--- src/rtl/axil_lite_slv_regfile_pkg.sv ---
// Shared types and helpers for the AXI-Lite register-file responder.
package axil_lite_slv_regfile_pkg;

  typedef enum logic [1:0] {
    OKAY   = 2'b00,
    EXOKAY = 2'b01,
    SLVERR = 2'b10,
    DECERR = 2'b11
  } resp_t;

  typedef enum logic [1:0] {WR_IDLE, WR_WAIT, WR_RESP} wr_state_t;
  typedef enum logic [1:0] {RD_IDLE, RD_WAIT, RD_RESP} rd_state_t;

  // Byte-offset bit count of one data word.
  function automatic int unsigned calc_lsb(input int unsigned data_width);
    return $clog2(data_width / 8);
  endfunction

endpackage

--- src/rtl/axil_lite_slv_wait_cnt.sv ---
// Loadable down-counter delaying a channel response; zero_c flags expiry.
module axil_lite_slv_wait_cnt #(
  parameter int unsigned WIDTH = 2
) (
  input  logic             clk,
  input  logic             reset_n,
  input  logic             load,
  input  logic [WIDTH-1:0] load_val,
  input  logic             dec,
  output logic             zero_c
);

  logic [WIDTH-1:0] count;

  always_ff @(posedge clk or negedge reset_n) begin
    if (!reset_n) begin
      count <= '0;
    end else if (load) begin
      count <= load_val;
    end else if (dec && (count != '0)) begin
      count <= count - WIDTH'(1);
    end
  end

  assign zero_c = (count == '0);

endmodule

--- src/rtl/axil_lite_slv_regfile.sv ---
// AXI-Lite responder backed by a word-addressed register array.
// Optional response delay enabled by macro AXIL_LITE_SLV_REGFILE_WAIT_EN.
module axil_lite_slv_regfile
  import axil_lite_slv_regfile_pkg::*;
#(
  parameter int unsigned ADDR_WIDTH = 32,
  parameter int unsigned DATA_WIDTH = 32,
  parameter int unsigned NUM_REGS   = 16,
  parameter int unsigned RESP_WAIT  = 2
) (
  input  logic                    clk,
  input  logic                    reset_n,
  input  logic [ADDR_WIDTH-1:0]   awaddr,
  input  logic                    awvalid,
  output logic                    awready,
  input  logic [DATA_WIDTH-1:0]   wdata,
  input  logic [DATA_WIDTH/8-1:0] wstrb,
  input  logic                    wvalid,
  output logic                    wready,
  output logic [1:0]              bresp,
  output logic                    bvalid,
  input  logic                    bready,
  input  logic [ADDR_WIDTH-1:0]   araddr,
  input  logic                    arvalid,
  output logic                    arready,
  output logic [DATA_WIDTH-1:0]   rdata,
  output logic [1:0]              rresp,
  output logic                    rvalid,
  input  logic                    rready
);

  localparam int unsigned STRB_W = DATA_WIDTH / 8;
  localparam int unsigned LSB    = calc_lsb(DATA_WIDTH);
  localparam int unsigned IDX_W  = $clog2(NUM_REGS);
  localparam int unsigned SPAN   = NUM_REGS * STRB_W;

  logic [DATA_WIDTH-1:0] regs [NUM_REGS];

  wr_state_t             wr_state;
  rd_state_t             rd_state;
  logic                  aw_held, w_held;
  logic [ADDR_WIDTH-1:0] aw_addr_q;
  logic [DATA_WIDTH-1:0] w_data_q;
  logic [STRB_W-1:0]     w_strb_q;

  // Held beats take priority; a fresh handshake supplies whatever is missing.
  logic                  aw_hs, w_hs, ar_hs, commit;
  logic [ADDR_WIDTH-1:0] wr_addr;
  logic [DATA_WIDTH-1:0] wr_data;
  logic [STRB_W-1:0]     wr_strb;
  logic                  wr_in_range, rd_in_range;
  logic [IDX_W-1:0]      wr_idx, rd_idx;

  assign aw_hs       = awvalid && awready;
  assign w_hs        = wvalid && wready;
  assign ar_hs       = arvalid && arready;
  assign commit      = (wr_state == WR_IDLE) && (aw_held || aw_hs) && (w_held || w_hs);
  assign wr_addr     = aw_held ? aw_addr_q : awaddr;
  assign wr_data     = w_held ? w_data_q : wdata;
  assign wr_strb     = w_held ? w_strb_q : wstrb;
  assign wr_in_range = wr_addr < ADDR_WIDTH'(SPAN);
  assign rd_in_range = araddr < ADDR_WIDTH'(SPAN);
  assign wr_idx      = wr_addr[LSB +: IDX_W];
  assign rd_idx      = araddr[LSB +: IDX_W];

`ifdef AXIL_LITE_SLV_REGFILE_WAIT_EN
  localparam bit          WAIT_ON = (RESP_WAIT != 0);
  localparam int unsigned CNT_W   = (RESP_WAIT > 0) ? $clog2(RESP_WAIT + 1) : 1;

  logic wr_zero_c, rd_zero_c;

  axil_lite_slv_wait_cnt #(.WIDTH(CNT_W)) u_wr_cnt (
    .clk      (clk),
    .reset_n  (reset_n),
    .load     (commit),
    .load_val (CNT_W'(RESP_WAIT)),
    .dec      (wr_state == WR_WAIT),
    .zero_c   (wr_zero_c)
  );

  axil_lite_slv_wait_cnt #(.WIDTH(CNT_W)) u_rd_cnt (
    .clk      (clk),
    .reset_n  (reset_n),
    .load     (ar_hs),
    .load_val (CNT_W'(RESP_WAIT)),
    .dec      (rd_state == RD_WAIT),
    .zero_c   (rd_zero_c)
  );
`else
  logic [31:0] unused_resp_wait;
  assign unused_resp_wait = 32'(RESP_WAIT);
`endif

  // Register array: byte-lane write on an in-range commit.
  always_ff @(posedge clk or negedge reset_n) begin
    if (!reset_n) begin
      for (int unsigned i = 0; i < NUM_REGS; i++) regs[i] <= '0;
    end else if (commit && wr_in_range) begin
      for (int unsigned b = 0; b < STRB_W; b++) begin
        if (wr_strb[b]) regs[wr_idx][b*8 +: 8] <= wr_data[b*8 +: 8];
      end
    end
  end

  // Write channel FSM.
  always_ff @(posedge clk or negedge reset_n) begin
    if (!reset_n) begin
      wr_state  <= WR_IDLE;
      aw_held   <= 1'b0;
      w_held    <= 1'b0;
      aw_addr_q <= '0;
      w_data_q  <= '0;
      w_strb_q  <= '0;
      awready   <= 1'b0;
      wready    <= 1'b0;
      bvalid    <= 1'b0;
      bresp     <= OKAY;
    end else begin
      case (wr_state)
        WR_IDLE: begin
          if (commit) begin
            aw_held <= 1'b0;
            w_held  <= 1'b0;
            awready <= 1'b0;
            wready  <= 1'b0;
            bresp   <= wr_in_range ? OKAY : SLVERR;
`ifdef AXIL_LITE_SLV_REGFILE_WAIT_EN
            if (WAIT_ON) begin
              wr_state <= WR_WAIT;
            end else begin
              bvalid   <= 1'b1;
              wr_state <= WR_RESP;
            end
`else
            bvalid   <= 1'b1;
            wr_state <= WR_RESP;
`endif
          end else begin
            if (aw_hs) begin
              aw_held   <= 1'b1;
              aw_addr_q <= awaddr;
            end
            if (w_hs) begin
              w_held   <= 1'b1;
              w_data_q <= wdata;
              w_strb_q <= wstrb;
            end
            awready <= !(aw_held || aw_hs);
            wready  <= !(w_held || w_hs);
          end
        end
`ifdef AXIL_LITE_SLV_REGFILE_WAIT_EN
        WR_WAIT: begin
          if (wr_zero_c) begin
            bvalid   <= 1'b1;
            wr_state <= WR_RESP;
          end
        end
`endif
        WR_RESP: begin
          if (bready) begin
            bvalid   <= 1'b0;
            awready  <= 1'b1;
            wready   <= 1'b1;
            wr_state <= WR_IDLE;
          end
        end
        default: wr_state <= WR_IDLE;
      endcase
    end
  end

  // Read channel FSM; data is captured at the address handshake.
  always_ff @(posedge clk or negedge reset_n) begin
    if (!reset_n) begin
      rd_state <= RD_IDLE;
      arready  <= 1'b0;
      rvalid   <= 1'b0;
      rdata    <= '0;
      rresp    <= OKAY;
    end else begin
      case (rd_state)
        RD_IDLE: begin
          if (ar_hs) begin
            arready <= 1'b0;
            rdata   <= rd_in_range ? regs[rd_idx] : '0;
            rresp   <= rd_in_range ? OKAY : SLVERR;
`ifdef AXIL_LITE_SLV_REGFILE_WAIT_EN
            if (WAIT_ON) begin
              rd_state <= RD_WAIT;
            end else begin
              rvalid   <= 1'b1;
              rd_state <= RD_RESP;
            end
`else
            rvalid   <= 1'b1;
            rd_state <= RD_RESP;
`endif
          end else begin
            arready <= 1'b1;
          end
        end
`ifdef AXIL_LITE_SLV_REGFILE_WAIT_EN
        RD_WAIT: begin
          if (rd_zero_c) begin
            rvalid   <= 1'b1;
            rd_state <= RD_RESP;
          end
        end
`endif
        RD_RESP: begin
          if (rready) begin
            rvalid   <= 1'b0;
            arready  <= 1'b1;
            rd_state <= RD_IDLE;
          end
        end
        default: rd_state <= RD_IDLE;
      endcase
    end
  end

endmodule

--- config.mk ---
export PLATFORM = sky130hd
export DESIGN_NAME = axil_lite_slv_regfile
export DESIGN_NICKNAME = d
export VERILOG_FILES = /design/src/rtl/axil_lite_slv_regfile_pkg.sv /design/src/rtl/axil_lite_slv_wait_cnt.sv /design/src/rtl/axil_lite_slv_regfile.sv
export SDC_FILE = /design/constraint.sdc
export NUM_CORES = 1
export LEC_CHECK = 0
export BUFFER_PORTS_ARGS = -buffer_cell sky130_fd_sc_hd__clkbuf_2
export CORE_MARGIN = 5
export CORE_UTILIZATION = 35
export DETAILED_ROUTE_END_ITERATION = 16
export PLACE_DENSITY = 0.54
export SYNTH_ARGS = -nofsm -noshare
export SYNTH_HDL_FRONTEND = slang
export SYNTH_HIERARCHICAL = 1
export SYNTH_SLANG_ARGS = --single-unit
export TNS_END_PERCENT = 50
--- constraint.sdc ---
create_clock -name clk -period 2.7 [get_ports clk]
set_input_delay 0.54 -clock clk [delete_from_list [all_inputs] [get_ports clk]]
set_output_delay 0.54 -clock clk [all_outputs]
set_load 0.02 [all_outputs]
==> flow_metrics.tcl <==
set metrics [dict create \
    status "completed" \
    synth_edf_count 0 \
    final_common_cell "dfrtp_1" \
    max-slew-margin-rel_pct 47.4 \
    cts_buffers 69 \
    cts_tree "done" \
    rsz0062_at_grt "true" \
    worstRegToRegCells 6 \
    worstHoldPathType "in -> reg" \
    critPathKind "reg -> reg" \
    num_rows 104 \
    diodes 0 \
    grt_first_pass_wirelength_um 114000 \
    hpwl_um 48400 \
    numPortBuffers 141 \
    initial_core_util_pct 35.4 \
    synthCells 1769 \
    syn_avg_cell_area_sq_um 16.2 \
    routed-via-count 16500 \
    antenna_found_initial 5 \
    drc 0 \
    layout_common_cells "618 x dfrtp_1, 612 x mux2_2, 138 x clkbuf_2" \
    synth_flop_cell "dfrtp_1" \
    fin_worst_skew_ns 0.0272 \
    routabilityCongestion 0.762 \
    grt_pass1_vias 18400 \
    die_area_sq_um 87600 \
    final_layout_size_suffix_gt1_share_pct 58.8 \
    cts_root_buffer "clkbuf_16" \
    htree_num_levels 3 \
    startpoint_type "flip-flop" \
    endpoint "regs[402]" \
    cts.path.max_buffers 3 \
    fmax_mhz 374 \
    firstDrtPassIters 5 \
    clock_latency_ns 0.61 \
    die_h_um 296 \
    vias_per_cell 5.29 \
    yosys_warnings 6 \
    overflow 0 \
    ys_ff_latch 619 \
    synthArstFlopShare_pct 100 \
    arrival_ns 3.15 \
    required_ns 3.18 \
    die_w_um 296 \
    power.total_mw 23.7 \
    drt-total-wl_um 72900 \
    drv_slew 0 \
    cts_setup_buffers 0 \
    setup_violations 0 \
    leakagePower_nw 16.8 \
    hold_viol_final 0 \
    netlist_area_sq_um 28600 \
    numClockSinks 619 \
    drtIter0Drc 719 \
    synth-seq-area-share_pct 54.1 \
    coreArea_sq_um 80800 \
    io_pins 148 \
    fin_nets 2122 \
    ir_drop_uv 395 \
    min_period_ns 2.67 \
    cp-startpoint "aw_held" \
    timing.rr.start "aw_held" \
    grt_max_degree 72 \
    reg2reg_slack_ns 0.03 \
    crit_path_end_kind "flip-flop" \
    wire_per_inst_um 23.3 \
    worstMarginPinSlew_ns 0.789 \
    tns_ns 0 \
    path_max_fanout 14 \
    drv_cap 0 \
    synth.distinct_cells 34 \
    r2r-end "regs[402]" \
    path_clk_slew_ns 0.06 \
    grt_usage_pct 17.0 \
    post-route-period-util_pct 99.0 \
    power_density_nw_per_um2 678 \
    area_growth_pct 22.0 \
    ant_nets 0 \
]
==> final cells by class <==
cell class | count | area, sq um
clock inverters | 21 | 353
inverters | 7 | 26.3
flip-flops and latches | 619 | 15500
multi-input cells | 1030 | 12700
clock buffers | 101 | 2020
well taps | 1060 | 1330
fillers | 7153 | 45900
repair buffers | 288 | 3030
==> cells by family (layout without fill, tap and decap cells) <==
group,after synthesis,in the layout,share of synthesized area [%]
buffers and inverters,121,417,1.94
AOI/OAI and AO/OA,115,115,3.12
and+or+nand+nor,172,172,6.59
muxes,741,741,34.2
other,1,2,0.0131
DFF,619,619,54.1
==> repair_timing <==
action                                  in CTS  in global routing
hold endpoints to repair                    25                  0
hold buffers                                 1                  0
gates resized for setup                      0                  4
endpoints found under the setup margin       0                180
==> metal layers <==
metal  vias to the layer above  wire, um  GRT usage (%)
met5                         -         0              0
met4                         0      1150           3.97
met3                        65      2860           2.69
met2                       295     36100           28.6
met1                      8898     32700           23.3
li1                       7281         -              -
==> how the worst min path moves through the flow <==
stage | startpoint | to | slack (ns) | depth (start not counted)
detailed placement | bresp[1] | bresp[1] | 0.48 | 2
floorplan | reset_n | arready | 0.24 | 0
CTS | rready | rvalid | 0.08 | 2
global route | rready | rvalid | 0.13 | 2
finish | rready | rvalid | 0.12 | 2
global placement | w_data_q[24] | w_data_q[24] | 0.48 | 1
==> report_power, final <==
part           switching, mW  internal (mW)
Sequential             0.314           9.85
Clock                   3.76           6.05
Combinational           2.43           1.26
Total                   6.50           17.2
==> cell usage after synthesis (4+ instances only) <==
| cell | instances | share of area, % |
|---|---|---|
| a22o_1 | 32 | 0.98 |
| a22oi_1 | 64 | 1.7 |
| buf_1 | 11 | 0.14 |
| buf_2 | 5 | 0.087 |
| buf_4 | 13 | 0.34 |
| buf_6 | 6 | 0.24 |
| clkbuf_1 | 79 | 1.0 |
| dfrtp_1 | 619 | 54 |
| inv_1 | 7 | 0.092 |
| mux2_2 | 613 | 24 |
| mux4_2 | 128 | 10 |
| nand2_1 | 59 | 0.77 |
| nand2b_1 | 5 | 0.11 |
| nand3_2 | 4 | 0.14 |
| nor2_1 | 9 | 0.12 |
| nor4_1 | 17 | 0.37 |
| nor4_4 | 64 | 4.8 |
| o21ai_0 | 4 | 0.070 |
| o32ai_1 | 6 | 0.18 |
==> per-stage QoR <==
stage | utilization [%] | instance area [sq um] | cells | hold slack (ns) | setup slack (ns)
2_1_floorplan | - | 28600 | 1770 | 0.244 | 0.208
3_5_place_dp | 40.2 | 32500 | 3003 | 0.481 | -0.131
6_report | 43.2 | 34900 | 3126 | 0.124 | 0.0281
3_3_place_gp | 40.2 | 32500 | 3003 | 0.481 | -0.128
5_1_grt | 43.2 | 34900 | 3126 | 0.131 | -0.116
4_1_cts | 43.2 | 34900 | 3126 | 0.0846 | 0.0148
==> critical path, stage by stage (launching register included) <==
cell and delay (ns):
dfrtp_1 0.39, buf_4 0.21, o32ai_1 0.56, nand2_1 0.45, nor4_4 0.39, buf_12 0.19, mux2_2 0.33
==> flip-flops by register name, summed over array words and instances, names as in the netlist, 4 cells and up <==
name       cells
regs         512
w_data_q      32
rdata         32
aw_addr_q     30
w_strb_q       4
Note: power is estimated with default switching activity, not from simulation.
